`src/rtl/iir_coe_loader_pkg.sv`:
```
// Shared constants and types for the IIR coefficient bank loader.
// The bank-0 reset set is a usable default filter that needs no host setup.
package iir_coe_loader_pkg;

   localparam int COE_W     = 17;
   localparam int NUM_BEATS = 6;
   localparam int HDR_BEATS = 1;

   typedef enum logic [1:0] {
      ST_IDLE   = 2'd0,
      ST_SYNC   = 2'd1,
      ST_SHIFT  = 2'd2,
      ST_COMMIT = 2'd3
   } state_t;

   localparam int B0_DEF_B0 = 32768;
   localparam int B0_DEF_B1 = -58935;
   localparam int B0_DEF_B2 = 30050;
   localparam int B0_DEF_A0 = 32768;
   localparam int B0_DEF_A1 = -58935;
   localparam int B0_DEF_A2 = 30050;

   function automatic int bank0_default(input int k);
      case (k)
         0:       return B0_DEF_B0;
         1:       return B0_DEF_B1;
         2:       return B0_DEF_B2;
         3:       return B0_DEF_A0;
         4:       return B0_DEF_A1;
         default: return B0_DEF_A2;
      endcase
   endfunction

endpackage

```
`src/rtl/iir_coe_loader_bank.sv`:
```
// Coefficient register array: NUM_BANKS x 6 words, host write port with
// accept/reject check, and a combinational read port for the streamer.
module iir_coe_bank #(
   parameter int NUM_BANKS = 4,
   parameter int COE_W     = iir_coe_loader_pkg::COE_W
) (
   input  logic                         clk,
   input  logic                         rst,
   input  logic                         wr_en,
   input  logic [$clog2(NUM_BANKS)-1:0] wr_bank,
   input  logic [2:0]                   wr_idx,
   input  logic [COE_W-1:0]             wr_data,
   input  logic                         busy,
   input  logic [$clog2(NUM_BANKS)-1:0] stream_bank,
   output logic                         wr_err,
   input  logic [$clog2(NUM_BANKS)-1:0] rd_bank,
   input  logic [2:0]                   rd_idx,
   output logic [COE_W-1:0]             rd_data
);
   import iir_coe_loader_pkg::*;

   logic [COE_W-1:0] mem [NUM_BANKS][NUM_BEATS];
   logic             wr_ok;

   // The bank being streamed is frozen so the filter never sees a torn set.
   assign wr_ok = (wr_idx <= 3'(NUM_BEATS - 1)) &&
                  (32'(wr_bank) < NUM_BANKS) &&
                  !(busy && (wr_bank == stream_bank));

   always_ff @(posedge clk) begin
      if (rst) begin
         wr_err <= 1'b0;
         for (int b = 0; b < NUM_BANKS; b++) begin
            for (int k = 0; k < NUM_BEATS; k++) begin
               mem[b][k] <= (b == 0) ? COE_W'(bank0_default(k)) : '0;
            end
         end
      end else begin
         wr_err <= wr_en && !wr_ok;
         if (wr_en && wr_ok) begin
            mem[wr_bank][wr_idx] <= wr_data;
         end
      end
   end

   assign rd_data = mem[rd_bank][rd_idx];

endmodule

```
`src/rtl/iir_coe_loader.sv`:
```
// Streams a stored coefficient bank to the IIR filter as one header beat
// followed by six coefficients, then commits it; one request can queue.
module iir_coe_loader #(
   parameter int NUM_BANKS = 4,
   parameter int COE_W     = iir_coe_loader_pkg::COE_W
) (
   input  logic                         clk,
   input  logic                         rst,
   input  logic                         wr_en,
   input  logic [$clog2(NUM_BANKS)-1:0] wr_bank,
   input  logic [2:0]                   wr_idx,
   input  logic [COE_W-1:0]             wr_data,
   output logic                         wr_err,
   input  logic                         load_req,
   input  logic [$clog2(NUM_BANKS)-1:0] load_bank,
   output logic                         busy,
   output logic                         load_done,
   output logic [$clog2(NUM_BANKS)-1:0] active_bank,
   output logic [COE_W-1:0]             coe,
   output logic                         coe_en,
   output logic [1:0]                   dbg_state
);
   import iir_coe_loader_pkg::*;

   localparam int BW = $clog2(NUM_BANKS);

   state_t           state_q, state_d;
   logic [2:0]       beat_q, beat_d;
   logic [BW-1:0]    cur_bank_q, cur_bank_d;
   logic [BW-1:0]    pend_bank_q, pend_bank_d;
   logic             pend_q, pend_d;
   logic             load_ok;
   logic [COE_W-1:0] rd_data;

   assign load_ok   = load_req && (32'(load_bank) < NUM_BANKS);
   assign dbg_state = state_q;

   iir_coe_bank #(
      .NUM_BANKS (NUM_BANKS),
      .COE_W     (COE_W)
   ) u_bank (
      .clk         (clk),
      .rst         (rst),
      .wr_en       (wr_en),
      .wr_bank     (wr_bank),
      .wr_idx      (wr_idx),
      .wr_data     (wr_data),
      .busy        (busy),
      .stream_bank (cur_bank_q),
      .wr_err      (wr_err),
      .rd_bank     (cur_bank_q),
      .rd_idx      (beat_q),
      .rd_data     (rd_data)
   );

   always_comb begin
      state_d     = state_q;
      beat_d      = beat_q;
      cur_bank_d  = cur_bank_q;
      pend_d      = pend_q;
      pend_bank_d = pend_bank_q;
      case (state_q)
         ST_IDLE: begin
            // A fresh request overrides whatever was queued.
            if (load_ok) begin
               cur_bank_d = load_bank;
               pend_d     = 1'b0;
               beat_d     = '0;
               state_d    = ST_SYNC;
            end else if (pend_q) begin
               cur_bank_d = pend_bank_q;
               pend_d     = 1'b0;
               beat_d     = '0;
               state_d    = ST_SYNC;
            end
         end
         ST_SYNC: begin
            if (beat_q == 3'(HDR_BEATS - 1)) begin
               beat_d  = '0;
               state_d = ST_SHIFT;
            end else begin
               beat_d = beat_q + 3'd1;
            end
         end
         ST_SHIFT: begin
            if (beat_q == 3'(NUM_BEATS - 1)) begin
               beat_d  = '0;
               state_d = ST_COMMIT;
            end else begin
               beat_d = beat_q + 3'd1;
            end
         end
         ST_COMMIT: state_d = ST_IDLE;
         default:   state_d = ST_IDLE;
      endcase
      if ((state_q != ST_IDLE) && load_ok) begin
         pend_d      = 1'b1;
         pend_bank_d = load_bank;
      end
   end

   // Filter-facing outputs are registered from the current state, so every
   // beat lands one cycle after the state that produced it.
   always_ff @(posedge clk) begin
      if (rst) begin
         state_q     <= ST_IDLE;
         beat_q      <= '0;
         cur_bank_q  <= '0;
         pend_q      <= 1'b0;
         pend_bank_q <= '0;
         busy        <= 1'b0;
         coe_en      <= 1'b0;
         coe         <= '0;
         load_done   <= 1'b0;
         active_bank <= '0;
      end else begin
         state_q     <= state_d;
         beat_q      <= beat_d;
         cur_bank_q  <= cur_bank_d;
         pend_q      <= pend_d;
         pend_bank_q <= pend_bank_d;
         busy        <= (state_q != ST_IDLE);
         coe_en      <= (state_q == ST_SYNC) || (state_q == ST_SHIFT);
         coe         <= (state_q == ST_SHIFT) ? rd_data : '0;
         load_done   <= (state_q == ST_COMMIT);
         if (state_q == ST_COMMIT) begin
            active_bank <= cur_bank_q;
         end
      end
   end

endmodule

```
`config.mk`:
```
export PLATFORM = sky130hd
export DESIGN_NAME = iir_coe_loader
export DESIGN_NICKNAME = d
export VERILOG_FILES = /design/src/rtl/iir_coe_loader_pkg.sv /design/src/rtl/iir_coe_loader_bank.sv /design/src/rtl/iir_coe_loader.sv
export SDC_FILE = /design/constraint.sdc
export NUM_CORES = 1
export LEC_CHECK = 0
export ABC_CLOCK_PERIOD_IN_PS = 6380
export CORE_UTILIZATION = 30
export DETAILED_ROUTE_END_ITERATION = 6
export GPL_ROUTABILITY_DRIVEN = 0
export SYNTH_ARGS = -nofsm -noshare
export SYNTH_HDL_FRONTEND = slang
export SYNTH_SLANG_ARGS = --single-unit
export TNS_END_PERCENT = 50
```
`constraint.sdc`:
```
create_clock -name clk -period 6.38 [get_ports clk]
set_input_delay 1.276 -clock clk [delete_from_list [all_inputs] [get_ports clk]]
set_output_delay 1.276 -clock clk [all_outputs]
set_load 0.02 [all_outputs]
```
==> metrics.cfg <==
[pwr]
switchingPower_mw = 1.99
p_per_area_nw_per_um2 = 322
p_seq_share_pct = 47.0
p_sw_share_pct = 27.0
power_frac_comb_pct = 17.1
p_clk_share_pct = 35.9
p_leak_nw = 7.74
p_int_mw = 5.38
ir_drop_v = 0.000225

[flow_run]
maxCapViolations = 0

[global_routing]
grt_pass1_wl_um = 79200
grt_use_total_pct = 16.4
grt_pass1_vias = 11156
grt_max_degree = 59
grt-ovfl-total = 0
antenna_found_initial = 3

[sta]
clock_skew_ns = 0.0144
slew_headroom_pct = 33.8
hold_violations = 0
finalSetupViolCount = 0
fmax_mhz = 274
rsz0062_at_grt = false
setup_tns_ns = 0
period_needed_ns = 3.65
worst_pin_slew_ns = 0.989
setup_ws_ns = 2.73
slew_viol_final = 0
period_share_pct = 57.2

[floorplan]
ioPinCount = 53
die-area_um2 = 68100
dieWidth_um = 261
core_um2 = 66000
die_y_um = 261
num_rows = 94
initial_utilization_pct = 30.5

[synthesis]
synthTopCellsByArea = edfxtp_1 61%, and2_1 12%, mux4_2 5.7%
synth-edff-count = 408
syn_avg_cell_area_um2 = 14.5
synthCells = 1390
synth_flop_cell = edfxtp_1
syn-num-nets = 1426
ys_seq_area_share_pct = 64.4
synthArstFlopShare_pct = 0
synth.top_cell.area_share_pct = 60.9
yosys.area.top_type = edfxtp_1
yosysUniqueCellTypes = 50
ys_warn_count = 0
ys_ff_latch = 443
syn_area_um2 = 20100

[detailed_routing]
dr.pass1.iters = 7
drcViolationCount = 2
wl_um = 56000
postRouteAntennaNets = 0
wl_per_cell_um = 24.3
drtIter0Drc = 1189
route.vias.total = 11555
vias_per_cell = 5.01

[clock_network]
clk_pin_slew_ns = 0.06
htree_num_levels = 2
ctsResizeCount = 0
clock_latency_ns = 0.57
cts_hold_buf = 0
cts_setup_buffers = 0
clkSinkCount = 443
cts_buffer_depth = 3
cts_tree = built
cts-buffers-inserted = 46
clock-root-buffer = clkbuf_16

[place]
pre_cts_slack_ns = 2.16
place_hpwl_um = 36400
portBuffers = 52

[critical_path]
worstSetupStartpoint = wr_bank[1]
cp-end-kind = flop
worstReg2RegEnd = coe[12]
critical_path_arrival_ns = 3.85
criticalPathCategory = in2reg
r2r_setup_slack_ns = 3.48
crit_fanout = 18
setup.worst_path.start_class = primary input
r2r.worst_path.cells = 5
critPathRequiredTime_ns = 6.58
crit_end = u_bank.mem[1][34]

[final_layout]
final_nets = 1440
drive_above_1_share_pct = 15.1
fin_util_pct = 34.7
syn_to_final_growth_pct = 13.9
most-common-layout-cells = 408 x edfxtp_1, 375 x and2_1, 108 x mux2i_1
final_common_cell = edfxtp_1

[worst_hold_path]
hp-class = reg2reg

[outcome]
status = finished with violations
violations = design-rule violations

## state kept, by name (all words and copies together) (netlist names), named ones only
name	cells
active_bank	2
coe_en	1
cur_bank_q	2
pend_q	1
load_done	1
coe	17
pend_bank_q	2
dbg_state	2
u_bank.mem	408
beat_q	3
busy	1
u_bank.wr_err	1
## cells by family (layout without fill, tap and decap cells)
group | after synthesis | count (layout) | share of synthesized area (%)
other | 0 | 1 | 0
flip-flops | 443 | 443 | 64.4
buffers and inverters | 119 | 170 | 2.52
AND/OR/NAND/NOR | 552 | 552 | 16.9
AO/OA/AOI/OAI | 90 | 90 | 3.47
XOR/XNOR | 2 | 2 | 0.181
adder cells (fa/ha/maj) | 8 | 8 | 0.498
multiplexers | 176 | 176 | 12.0
## synthesized netlist by cell type (7+ instances only)
cell / number
clkbuf_1: 71
dfxtp_1: 35
mux2_2: 17
nand3_1: 34
ha_1: 8
o21ai_0: 20
nor2b_1: 7
edfxtp_1: 408
or2_1: 7
nand2_1: 24
nor2_2: 17
a221oi_1: 17
buf_2: 35
or2_2: 17
or3_1: 36
mux4_2: 51
and2_1: 375
nor2_1: 11
mux2i_1: 108
a22oi_1: 33
## worst max-delay path: stages
cell	delay (ns)
clkdlybuf4s50_1	0.54
nor3b_2	0.43
o311ai_4	0.37
nor2_2	0.55
or2_1	0.66
## power groups by stage
stage          sequential [mW]  clock (mW)  combinational, mW
2_1_floorplan             3.43           0              0.892
3_3_place_gp              3.52           0               1.24
3_5_place_dp              3.52           0               1.25
4_1_cts                   3.46        2.68               1.25
5_1_grt                   3.48        2.77               1.33
6_report                  3.46        2.64               1.26
## worst min-delay path by stage
stage	startpoint	to	slack, ns	cells after the start
3_5_place_dp	active_bank[0]	active_bank[0]	0.49	2
4_1_cts	active_bank[0]	active_bank[0]	0.51	2
6_report	active_bank[0]	active_bank[0]	0.50	2
2_1_floorplan	pend_bank_q[0]	pend_bank_q[0]	0.46	2
3_3_place_gp	active_bank[0]	active_bank[0]	0.49	2
5_1_grt	pend_q	pend_q	0.54	1
## routing by layer
metal / global-route usage [%] / share of wire [%] / up-vias
met5: 0.783 / 0.13 / -
met4: 7.05 / 4.2 / 2
met1: 22.1 / 42 / 5822
met2: 25.9 / 46 / 519
met3: 2.78 / 7.4 / 98
li1: - / - / 5114
## through the flow
step | cell area, um2 | power (mW) | cells | hold WS [ns]
floorplan | 20100 | 4.32 | 1390 | 0.460
global placement | 21400 | 4.76 | 2220 | 0.488
detailed placement | 21400 | 4.78 | 2220 | 0.489
CTS | 22900 | 7.40 | 2305 | 0.507
global route | 22900 | 7.58 | 2306 | 0.541
finish | 22900 | 7.36 | 2306 | 0.498
## final cells by class
class,count,area [um2]
fillers,6266,43100
diodes,1,2.50
repair buffers,78,691
clock buffers,68,1310
well taps,864,1080
flip-flops and latches,443,13000
clock inverters,17,156
inverters,7,26.3
multi-input cells,828,6680
Power figures use the tool's default switching activity.
